### config.mk
export PLATFORM = sky130hd
export DESIGN_NAME = pc_branch_unit
export DESIGN_NICKNAME = d
export VERILOG_FILES = /design/src/rtl/pc_branch_pkg.sv /design/src/rtl/bht_counter_table.sv /design/src/rtl/pc_branch_unit.sv
export SDC_FILE = /design/constraint.sdc
export NUM_CORES = 1
export LEC_CHECK = 0
export ABC_AREA = 1
export BUFFER_PORTS_ARGS = -buffer_cell sky130_fd_sc_hd__buf_2
export CORE_MARGIN = 3
export CORE_UTILIZATION = 35
export DETAILED_ROUTE_END_ITERATION = 8
export MAX_ROUTING_LAYER = met4
export SLEW_MARGIN = 20
export SYNTH_ARGS = -nofsm -noshare
export SYNTH_HDL_FRONTEND = slang
export SYNTH_SLANG_ARGS = --single-unit
export TNS_END_PERCENT = 20
### constraint.sdc
create_clock -name CLK -period 2.22 [get_ports CLK]
set_clock_uncertainty 0.2 [all_clocks]
set_input_delay 0.333 -clock CLK [delete_from_list [all_inputs] [get_ports CLK]]
set_output_delay 0.333 -clock CLK [all_outputs]
set_load 0.05 [all_outputs]
### src/rtl/pc_branch_pkg.sv
// rtl/pc_branch_pkg.sv - shared encodings, FSM states and counter helper for pc_branch_unit
package pc_branch_pkg;

    typedef enum logic [1:0] {
        BS_NONE = 2'b00,
        BS_COND = 2'b01,
        BS_JR   = 2'b10,
        BS_JUMP = 2'b11
    } bs_t;

    typedef enum logic [1:0] {
        SEL_SEQ = 2'b00,
        SEL_BRA = 2'b01,
        SEL_RAA = 2'b10,
        SEL_JMP = 2'b11
    } sel_t;

    typedef enum logic {
        ST_RUN   = 1'b0,
        ST_FLUSH = 1'b1
    } state_t;

    localparam logic [1:0] CTR_RESET = 2'b01;

    function automatic logic [1:0] ctr_next(input logic [1:0] ctr, input logic taken);
        if (taken) begin
            return (ctr == 2'b11) ? ctr : ctr + 2'd1;
        end
        return (ctr == 2'b00) ? ctr : ctr - 2'd1;
    endfunction

endpackage

### src/rtl/bht_counter_table.sv
// rtl/bht_counter_table.sv - 2-bit saturating branch history counters with fetch and resolve read ports
module bht_counter_table
    import pc_branch_pkg::*;
#(
    parameter int DEPTH = 16,
    parameter int IDX_W = $clog2(DEPTH)
) (
    input  logic             clk,
    input  logic             reset,
    input  logic [IDX_W-1:0] rd_idx,
    output logic             rd_msb,
    input  logic             upd_en,
    input  logic [IDX_W-1:0] upd_idx,
    input  logic             upd_taken,
    output logic             upd_msb
);

    logic [1:0] ctr [DEPTH];

    assign rd_msb  = ctr[rd_idx][1];
    // Pre-update prediction of the resolving branch, used to flag a mispredict.
    assign upd_msb = ctr[upd_idx][1];

    always_ff @(negedge clk or posedge reset) begin
        if (reset) begin
            for (int i = 0; i < DEPTH; i++) begin
                ctr[i] <= CTR_RESET;
            end
        end else if (upd_en) begin
            ctr[upd_idx] <= ctr_next(ctr[upd_idx], upd_taken);
        end
    end

endmodule

### src/rtl/pc_branch_unit.sv
// rtl/pc_branch_unit.sv - program counter with branch redirect, squash FSM and BHT prediction
module pc_branch_unit
    import pc_branch_pkg::*;
#(
    parameter int PC_W         = 8,
    parameter int DATA_W       = 32,
    parameter int BHT_DEPTH    = 16,
    parameter int FLUSH_CYCLES = 2
) (
    input  logic              CLK,
    input  logic              reset,
    input  logic              stall,
    input  logic [PC_W-1:0]   PC_inc,
    input  logic              br_valid,
    input  logic [PC_W-1:0]   br_pc,
    input  logic [1:0]        BS,
    input  logic              PS,
    input  logic              Z,
    input  logic [DATA_W-1:0] BrA,
    input  logic [DATA_W-1:0] RAA,
    output logic [PC_W-1:0]   PC,
    output logic              pred_taken,
    output logic              flush,
    output logic              mispredict,
    output logic              branch_predict
);

    localparam int         IDX_W      = $clog2(BHT_DEPTH);
    localparam logic [2:0] FLUSH_INIT = 3'(FLUSH_CYCLES - 1);

    state_t          state;
    logic [2:0]      flush_cnt;
    sel_t            sel;
    logic [PC_W-1:0] pc_next;
    logic            cond_upd;
    logic            cond_taken;
    logic            upd_msb;
    logic            unused_bits;

    // Upper target and branch-address bits are dropped; PC wraps modulo 2^PC_W.
    assign unused_bits = ^{BrA, RAA, br_pc};

    assign sel = (br_valid && state == ST_RUN)
               ? sel_t'({BS[1], ((PS ^ Z) | BS[1]) & BS[0]})
               : SEL_SEQ;
    assign branch_predict = (sel == SEL_SEQ);
    assign cond_upd       = br_valid && (state == ST_RUN) && (BS == BS_COND);
    assign cond_taken     = PS ^ Z;

    always_comb begin
        pc_next = stall ? PC : PC_inc;
        case (sel)
            SEL_BRA, SEL_JMP: pc_next = BrA[PC_W-1:0];
            SEL_RAA:          pc_next = RAA[PC_W-1:0];
            default:          pc_next = stall ? PC : PC_inc;
        endcase
    end

    bht_counter_table #(
        .DEPTH (BHT_DEPTH),
        .IDX_W (IDX_W)
    ) u_bht (
        .clk       (CLK),
        .reset     (reset),
        .rd_idx    (PC[IDX_W-1:0]),
        .rd_msb    (pred_taken),
        .upd_en    (cond_upd),
        .upd_idx   (br_pc[IDX_W-1:0]),
        .upd_taken (cond_taken),
        .upd_msb   (upd_msb)
    );

    always_ff @(negedge CLK or posedge reset) begin
        if (reset) begin
            PC         <= '0;
            state      <= ST_RUN;
            flush      <= 1'b0;
            mispredict <= 1'b0;
            flush_cnt  <= '0;
        end else begin
            PC         <= pc_next;
            mispredict <= cond_upd && (cond_taken != upd_msb);
            if (state == ST_RUN) begin
                if (sel != SEL_SEQ) begin
                    state     <= ST_FLUSH;
                    flush     <= 1'b1;
                    flush_cnt <= FLUSH_INIT;
                end
            end else if (flush_cnt == 3'd0) begin
                state <= ST_RUN;
                flush <= 1'b0;
            end else begin
                flush_cnt <= flush_cnt - 3'd1;
            end
        end
    end

endmodule
* Yosys cells after proc, flatten, opt, wreduce, memory -nomap -nowiden
Index checks and enable logic that the tools add are counted.
** Word-level totals
- Register bits after elaboration :: 46
- Latch bits :: 0
- Memory bits (writable) :: 0
- Memory bits (read-only) :: 0
- Input bits :: 88
- Output and inout port bits :: 12
- Word-level logic and storage cells :: 82
- Memories :: 0
** Cells by class
- $add $sub $neg :: 3
- Multiply operators :: 0
- Divide/modulo/power cells :: 0
- Order comparisons :: 3
- Eq/ne operators :: 9
- Shift-type cells :: 0
- Multiplexer cells :: 28
- Bitwise operators :: 6
- Reduce and logical (&&, ||, !) cells :: 12
** Operators with widths (count)
- $bwmux 32 :: 1
- $mux 2 :: 11
- $bmux 2 s4 :: 2
- $pmux 8 s2 :: 1
- $ge 5x5->1 const B :: 2
- $not 4->5 :: 2
- $mux 3 :: 3
- $demux 2 s4 :: 1
- $mux 1 :: 8
- $mux 8 :: 1
- $eq 2x2->1 const B :: 3
- $lt 5x1->1 const B :: 1
- $eq 2x1->1 const B :: 2
- $logic_and 1x1->1 :: 4
- $logic_not 2->1 :: 2
- $reduce_and 2->1 :: 2
- $reduce_bool 2->1 :: 2
- $logic_not 3->1 :: 1
- $ne 3x1->1 const B :: 1
- $sub 3x1->3 const B :: 1
- $add 2x1->2 const B :: 1
- $ne 2x1->1 const B :: 1
- $ne 2x2->1 const B :: 1
- $reduce_or 2->1 :: 1
- other kinds (6) :: 6

* Depth between registers and ports, before layout
Gate-level depths: netlist (run 1).
- Depth in word-level cells :: 10
- Mapped depth :: 13

* Cells and area by module
Synthesis (run 1) repeated with hierarchy kept, for this count alone.
** Unflattened totals
- Cell total of the unflattened synthesis :: 434
- Area, all modules :: 3047.9 sq um
** Modules (own cells, without submodules)
- bht_counter_table :: instances 1, cells each 306, area each 2088.3 sq um, sequential area each 820.8 sq um
- pc_branch_unit :: instances 1, cells each 128, area each 959.7 sq um, sequential area each 350.3 sq um

==> key figures, run 1 <==
Status
  – Run status: finished, violations left
  – Failing checks: negative setup slack

Critical path
  – R2r setup slk: 0.30 ns
  – Most frequent cell on the critical path: buf_6
  – Critical path class: flop to output pin
  – Arrival @ worst endpoint: between 2 and 3 ns
  – Worst setup SP type: flop
  – Slowest CP cell: dfrtn_1
  – R2r worst-path depth: 12
  – WP data required: between 1.5 and 2 ns
  – RR Startpoint: u_bht.ctr[1]
  – CP top delay family: flip-flops
  – Max FO, Critical Path: 4
  – Slowest Stage Delay on Critical Path: roughly 0.44 ns
  – CP Capture Type: output pin
  – Worst R2R End: u_bht.ctr[17]
  – Worst path bufs/invs: 2
  – CP Cell Sequence: buf_6 -> mux2i_2 -> o21ai_1 -> o21ai_2 -> o21ai_4 -> buf_6

GRT
  – First-pass GRT wire length: ~15 mm
  – Vias in the first global route: between 3000 and 4000
  – Initial antenna violation count: 0
  – GRT Util Overall: 21.6%
  – Largest net degree at the start of global routing: 30
  – GR Overflow Total: 0

Synthesis
  – Syn nets: between 400 and 500
  – Yosys top cell area share: between 20% and 30%
  – Ranking of synthesized cells by area: dfrtn_1 28%, nand2_1 23%, dfstp_2 15%, nand3_1 7.4%, inv_1 7.3%
  – Most frequent cell after synthesis: nand2_1
  – Post-synthesis cell type count: 24
  – Synth Warn #: 0
  – Mapped Cells: 401
  – Number of enable-type register cells in the synthesized netlist: 0
  – Post-synthesis sequential element count: 46
  – Seq/Total Area, Yosys: a little over two fifths
  – Yosys top cell by area: dfrtn_1
  – Top cells by count, synth: 165 x nand2_1, 53 x inv_1, 40 x nand3_1
  – Post-Syn Area: 2720 µm²
  – Mean Syn Cell Area: around 6.8 µm²
  – Primary FF master, synth: dfrtn_1
  – Fraction of registers with async set or reset after synthesis: 100%

CTS
  – CTS Buf Count: 5
  – CTS Root Cell: clkbuf_8
  – Clock insertion delay at the later pin of the skew report: 0.37 ns
  – Clock-pin slew on the worst setup and hold paths: approximately 0.060 ns
  – Cts hold-fix bufs: 0
  – CTS H-tree lvls: 2
  – CTS Sinks: 46
  – CTS tree: yes
  – Maximum clock path buffer count: 2

Cells and area
  – Number of antenna diodes: 0
  – P&R area growth vs syn: 68.8%
  – Final core utilization: 62.0%
  – Nets: 639
  – Fraction of layout cells with a size suffix above 1: approximately 46%
  – Non-filler cells, final: between 600 and 700

Timing
  – RSZ-0062 raised after global routing: yes
  – Rel. slew slack: between 80% and 90%
  – Setup ws final: -1.03 ns
  – Sum Neg Setup Slack: -23.27 ns
  – Pins Over Slew Limit: 0
  – Final setup viols: 58
  – WHS: around 0.26 ns
  – Final Hold Fails: 0
  – Actual slew at the worst max-slew pin: roughly 0.23 ns

Hold path
  – Worst Min Path Start: u_bht.ctr[24]
  – WHS Endpoint: u_bht.ctr[24]
  – Worst min path class: flop to flop
  – Hold Path Depth: 2

Floorplanning
  – Die width: around 94 µm
  – Vert. Die Dim: between 90 and 100 µm
  – I/O pins: 100
  – Core area: between 7000 and 8000 µm²
  – Die Area: between 8000 and 9000 µm²
  – Row count: 31
  – Initial core utilization: 36.7%

Pwr
  – Pwr Total: around 3.6 mW
  – Combinational share of power: 48.4%
  – Pwr dens: approximately 790 nW/µm²
  – Worst VDD drop: 0.706 mV
  – Internal Dissipation: roughly 2.2 mW
  – Power share of the sequential group: 31.4%
  – Leak pwr: ~2.4 nW
  – Net Sw Frac: slightly below 40%
  – Clock power frac: about a fifth
  – Switch Pwr: around 1.4 mW

Drt
  – Final ANT Viol Nets: 0
  – Pre-antenna DRT Iters: 4
  – Routed wire length per instance: 14.3 µm
  – Drt drc: 0
  – DRT iter0 DRCs: 150
  – DR vias: 3105
  – Vias per cell: roughly 4.8
  – WL final: 9.30 mm

Placement
  – Port-buffer cells: 47
  – Placer Congestion: ~0.94
  – Post-DP HPWL: 6.52 mm
  – Post-placement cell count: 609

Job
  – Max cap viols: 0
-- power by group through the flow --
stage	registers, mW	logic [mW]	clock network (mW)
after global routing	1.15	1.89	0.805
after global placement	1.14	1.26	0.0469
after floorplan	1.33	0.637	0.0469
final	1.14	1.75	0.733
after detailed placement	1.14	1.28	0.0469
after CTS	1.13	1.58	0.754
-- worst max path at each step --
stage,startpoint,endpoint,cells past startpoint
final,PC[0],pred_taken,6
after floorplan,PC[0],pred_taken,5
after detailed placement,br_pc[0],u_bht.ctr[18],13
after CTS,PC[0],pred_taken,6
after global placement,br_pc[0],u_bht.ctr[0],13
after global routing,PC[0],pred_taken,6
-- cell type report --
type / count / area, µm²
inverters: 53 / 218
flip-flops and latches: 46 / 1170
repair inverters: 1 / 11.3
well taps: 99 / 124
repair buffers: 135 / 1180
fillers: 668 / 2820
clock buffers: 6 / 72.6
multi-input cells: 291 / 1720
clock inverters: 18 / 95.1
-- what timing repair did --
| item | in CTS | in global routing |
|---|---|---|
| gates resized for setup | 79 | 62 |
| gates cloned | 1 | 3 |
| buffers inserted | 7 | 7 |
| pin swaps | 12 | 20 |
| setup endpoints to repair | 58 | 58 |
| hold endpoints to repair | 0 | 0 |
-- worst register-to-register path, cell delays in order (launching register included) --
cell,delay [ns]
dfrtn_1,0.38
buf_4,0.16
nand2_1,0.06
nand2_1,0.06
nand2_1,0.05
nand2_1,0.05
nand2_1,0.08
nand2_2,0.10
o21ai_4,0.23
nand2_4,0.10
clkbuf_16,0.19
nand3_2,0.06
nand2_1,0.06
-- metrics by stage --
| stage | cell area, µm² | setup WS, ns |
|---|---|---|
| final | 4590 | -1.03 |
| after global routing | 4590 | -1.12 |
| after CTS | 4240 | -1.03 |
| after detailed placement | 3780 | -1.01 |
| after global placement | 3780 | -0.947 |
| after floorplan | 2900 | -1.06 |
-- metal layers --
metal  vias up  GRT usage [%]  part of all wire [%]
met4         0           4.57                   1.0
li1       1557              -                     -
met1      1495           28.4                    45
met2        43           35.9                    51
met5         -              -                     0
met3        10           2.64                   2.9
-- sequential cells by signal, summed over array words and instances (netlist names) --
| signal | cells |
|---|---|
| u_bht.ctr | 32 |
| PC | 8 |
| flush_cnt | 3 |
| flush | 1 |
| mispredict | 1 |
| state | 1 |
-- cell usage in the layout, fill, tap and decap left out, drive strengths merged, types with 2 or more instances in the layout --
master	n
ha	2
nor3	2
inv	69
nand2	169
dfrtn	30
o211ai	3
dfstp	16
o22ai	9
clkbuf	8
nand3	40
mux2i	4
buf	133
o21ai	15
nor2	36
nand4	3
a21oi	6
-- cells by family after synthesis --
group | share of synthesized area, %
compound gates | 7.17
xor+xnor | 0.322
fa+ha+maj | 0.919
buf+inv | 10.2
flops | 43.0
mux | 1.47
simple gates | 36.9
(Power assumes the default switching activity.)
==> run 2: changes to the inputs <==
--- a/config.mk
+++ b/config.mk
@@ -11,6 +11,7 @@
 export CORE_UTILIZATION = 35
 export DETAILED_ROUTE_END_ITERATION = 8
 export MAX_ROUTING_LAYER = met4
+export REMOVE_ABC_BUFFERS = 1
 export SLEW_MARGIN = 20
 export SYNTH_ARGS = -nofsm -noshare
 export SYNTH_HDL_FRONTEND = slang
==> key figures, run 2 (same netlist as run 1, synthesis figures left out) <==
Critical path
  – Max FO, Critical Path: 6
  – CP Capture Type: output pin
  – Critical path class: flop to output pin
  – Worst path bufs/invs: 2
  – Slowest CP cell: dfrtn_1
  – CP Cell Sequence: buf_12 -> mux2i_2 -> o21ai_1 -> o21ai_1 -> o21ai_2 -> buf_6
  – Arrival @ worst endpoint: between 2 and 3 ns
  – Slowest Stage Delay on Critical Path: ~0.45 ns
  – Worst setup SP type: flop
  – Most frequent cell on the critical path: o21ai_1
  – WP data required: about 1.7 ns
  – CP top delay family: flip-flops

Cells and area
  – Fraction of layout cells with a size suffix above 1: about 40%
  – Largest Register: u_bht.ctr
  – Area of the multi-input gates: 1560 µm²
  – Post-route cell area: about 4200 µm²
  – Number of antenna diodes: 0
  – Non-filler cells, final: 633
  – Largest register FFs: 32
  – Nets: a little over 600
  – Final core utilization: about 57%
  – Most frequent cells in the layout: 141 x nand2_1, 61 x buf_4, 60 x inv_1
  – Fill cells: 680
  – Storage cell area: between 1000 and 1500 µm²
  – P&R area growth vs syn: 55.8%
  – Commonest non-fill, non-tap cell in the layout: nand2_1
  – Biggest regs: u_bht.ctr (32), PC (8), flush_cnt (3)

Pwr
  – Power share of the sequential group: 32.5%
  – Clock power frac: between 20% and 30%
  – Switch Pwr: 1.35 mW
  – Net Sw Frac: just under 40%
  – Combinational share of power: between 40 and 50%
  – Pwr dens: 826 nW/µm²
  – Internal Dissipation: roughly 2.1 mW
  – Worst VDD drop: between 0.6 and 0.7 mV
  – Leak pwr: ~2.2 nW

Placement
  – Placer Congestion: 0.856
  – Post-DP HPWL: between 6 and 7 mm
  – Post-placement cell count: between 600 and 700
  – Port-buffer cells: 47
  – Post-DP Area: about 3500 µm²

CTS
  – CTS Buf Count: 5
  – CTS Root Cell: clkbuf_8
  – Cts hold-fix bufs: 0
  – Clock insertion delay at the later pin of the skew report: 0.37 ns
  – CTS Sinks: 46
  – CTS H-tree lvls: 2
  – CTS tree: yes
  – Clock-pin slew on the worst setup and hold paths: about 0.050 ns
  – Maximum clock path buffer count: 2

GRT
  – Grt met3 use: approximately 3.1%
  – Busiest grt layer: met2
  – Vias in the first global route: ~3100
  – Largest net degree at the start of global routing: 40
  – GRT Util Overall: approximately a fifth
  – Met1 global-route usage: a little over a quarter
  – GR Overflow Total: 0
  – First-pass GRT wire length: between 10 and 15 mm
  – Initial antenna violation count: 0
  – Met2 usage: between 30% and 40%

Timing
  – Rel. slew slack: between 80% and 90%
  – Actual slew at the worst max-slew pin: 0.297 ns
  – RSZ-0062 raised after global routing: yes
  – Final setup viols: 58
  – Setup ws final: -1.02 ns
  – Final Hold Fails: 0
  – WHS: around 0.27 ns
  – Pins Over Slew Limit: 0

Hold path
  – Worst min path class: flop to flop

Floorplanning
  – Core area: 7410 µm²
  – Vert. Die Dim: about 94 µm
  – Row count: 31
  – Initial core utilization: a little under two fifths
  – I/O pins: 100
  – Die Area: approximately 9000 µm²
  – Die width: around 94 µm

Drt
  – Routed wire length per instance: between 10 and 15 µm
  – Drt drc: 0
  – DR vias: approximately 3100
  – WL final: 8.77 mm
  – DRT iter0 DRCs: around 240
  – Final ANT Viol Nets: 0
  – Pre-antenna DRT Iters: 5
  – Vias per cell: roughly 5

Status
  – Run status: finished, violations left
  – Failing checks: negative setup slack

Job
  – Max cap viols: 0
-- run 2: cell types whose count changed in the layout (fill, tap and decap cells not counted), sizes merged --
cell and delta:
buf -13, clkbuf -1, clkinv -1, clkinvlp -1
-- run 2: layout make-up --
type / instances / share of cell area, %
multi-input cells: 291 / 36.7
clock buffers: 7 / 2.30
flip-flops and latches: 46 / 27.6
well taps: 99 / 2.92
clock inverters: 17 / 2.13
inverters: 53 / 4.81
repair buffers: 120 / 23.5
-- run 2: power groups by stage --
stage	Clock, mW	Sequential, mW	Combinational (mW)
3_5_place_dp	0.0469	1.15	1.12
5_1_grt	0.893	1.15	1.68
4_1_cts	0.825	1.13	1.48
3_3_place_gp	0.0469	1.15	1.11
2_1_floorplan	0.0469	1.34	0.490
6_report	0.809	1.14	1.55
-- run 2: metrics by stage --
| stage | power, mW | worst slack [ns] | setup TNS (ns) |
|---|---|---|---|
| after detailed placement | 2.32 | -0.981 | -42.19 |
| after CTS | 3.43 | -1.03 | -21.91 |
| after global placement | 2.30 | -0.943 | -41.20 |
| final | 3.50 | -1.02 | -23.29 |
| after global routing | 3.73 | -1.08 | -26.97 |
| after floorplan | 1.87 | -1.82 | -54.53 |
-- run 2: path summary, 6_finish.rpt --
| kind | end | cells after the start | start | slack [ns] |
|---|---|---|---|---|
| max | pred_taken | 6 | PC[0] | -1.02 |
| min | u_bht.ctr[6] | 2 | u_bht.ctr[6] | 0.27 |
| max reg2reg | u_bht.ctr[21] | 11 | u_bht.ctr[27] | 0.34 |
| min reg2reg | u_bht.ctr[6] | 2 | u_bht.ctr[6] | 0.27 |
| max in group asynchronous | u_bht.ctr[22] | 3 | reset | 0.63 |
| min in group asynchronous | flush_cnt[1] | 3 | reset | 0.81 |
-- run 2: timing repair --
item / 4_1_cts / 5_1_grt
cloned: 1 / 0
setup buffers: 8 / 1
pin swaps: 18 / 23
gates resized for setup: 94 / 41
setup endpoints to repair: 58 / 58
-- run 2: worst min-delay path, cell delays in order (launching register included) --
cell and delay [ns]:
dfstp_2 0.35, nand2_1 0.05, nand2_1 0.05
-- run 2: routing by layer --
layer,wire [µm],vias to the layer above
met5,0,-
met4,333,0
met3,359,32
met2,4350,97
met1,3730,1466
li1,-,1520
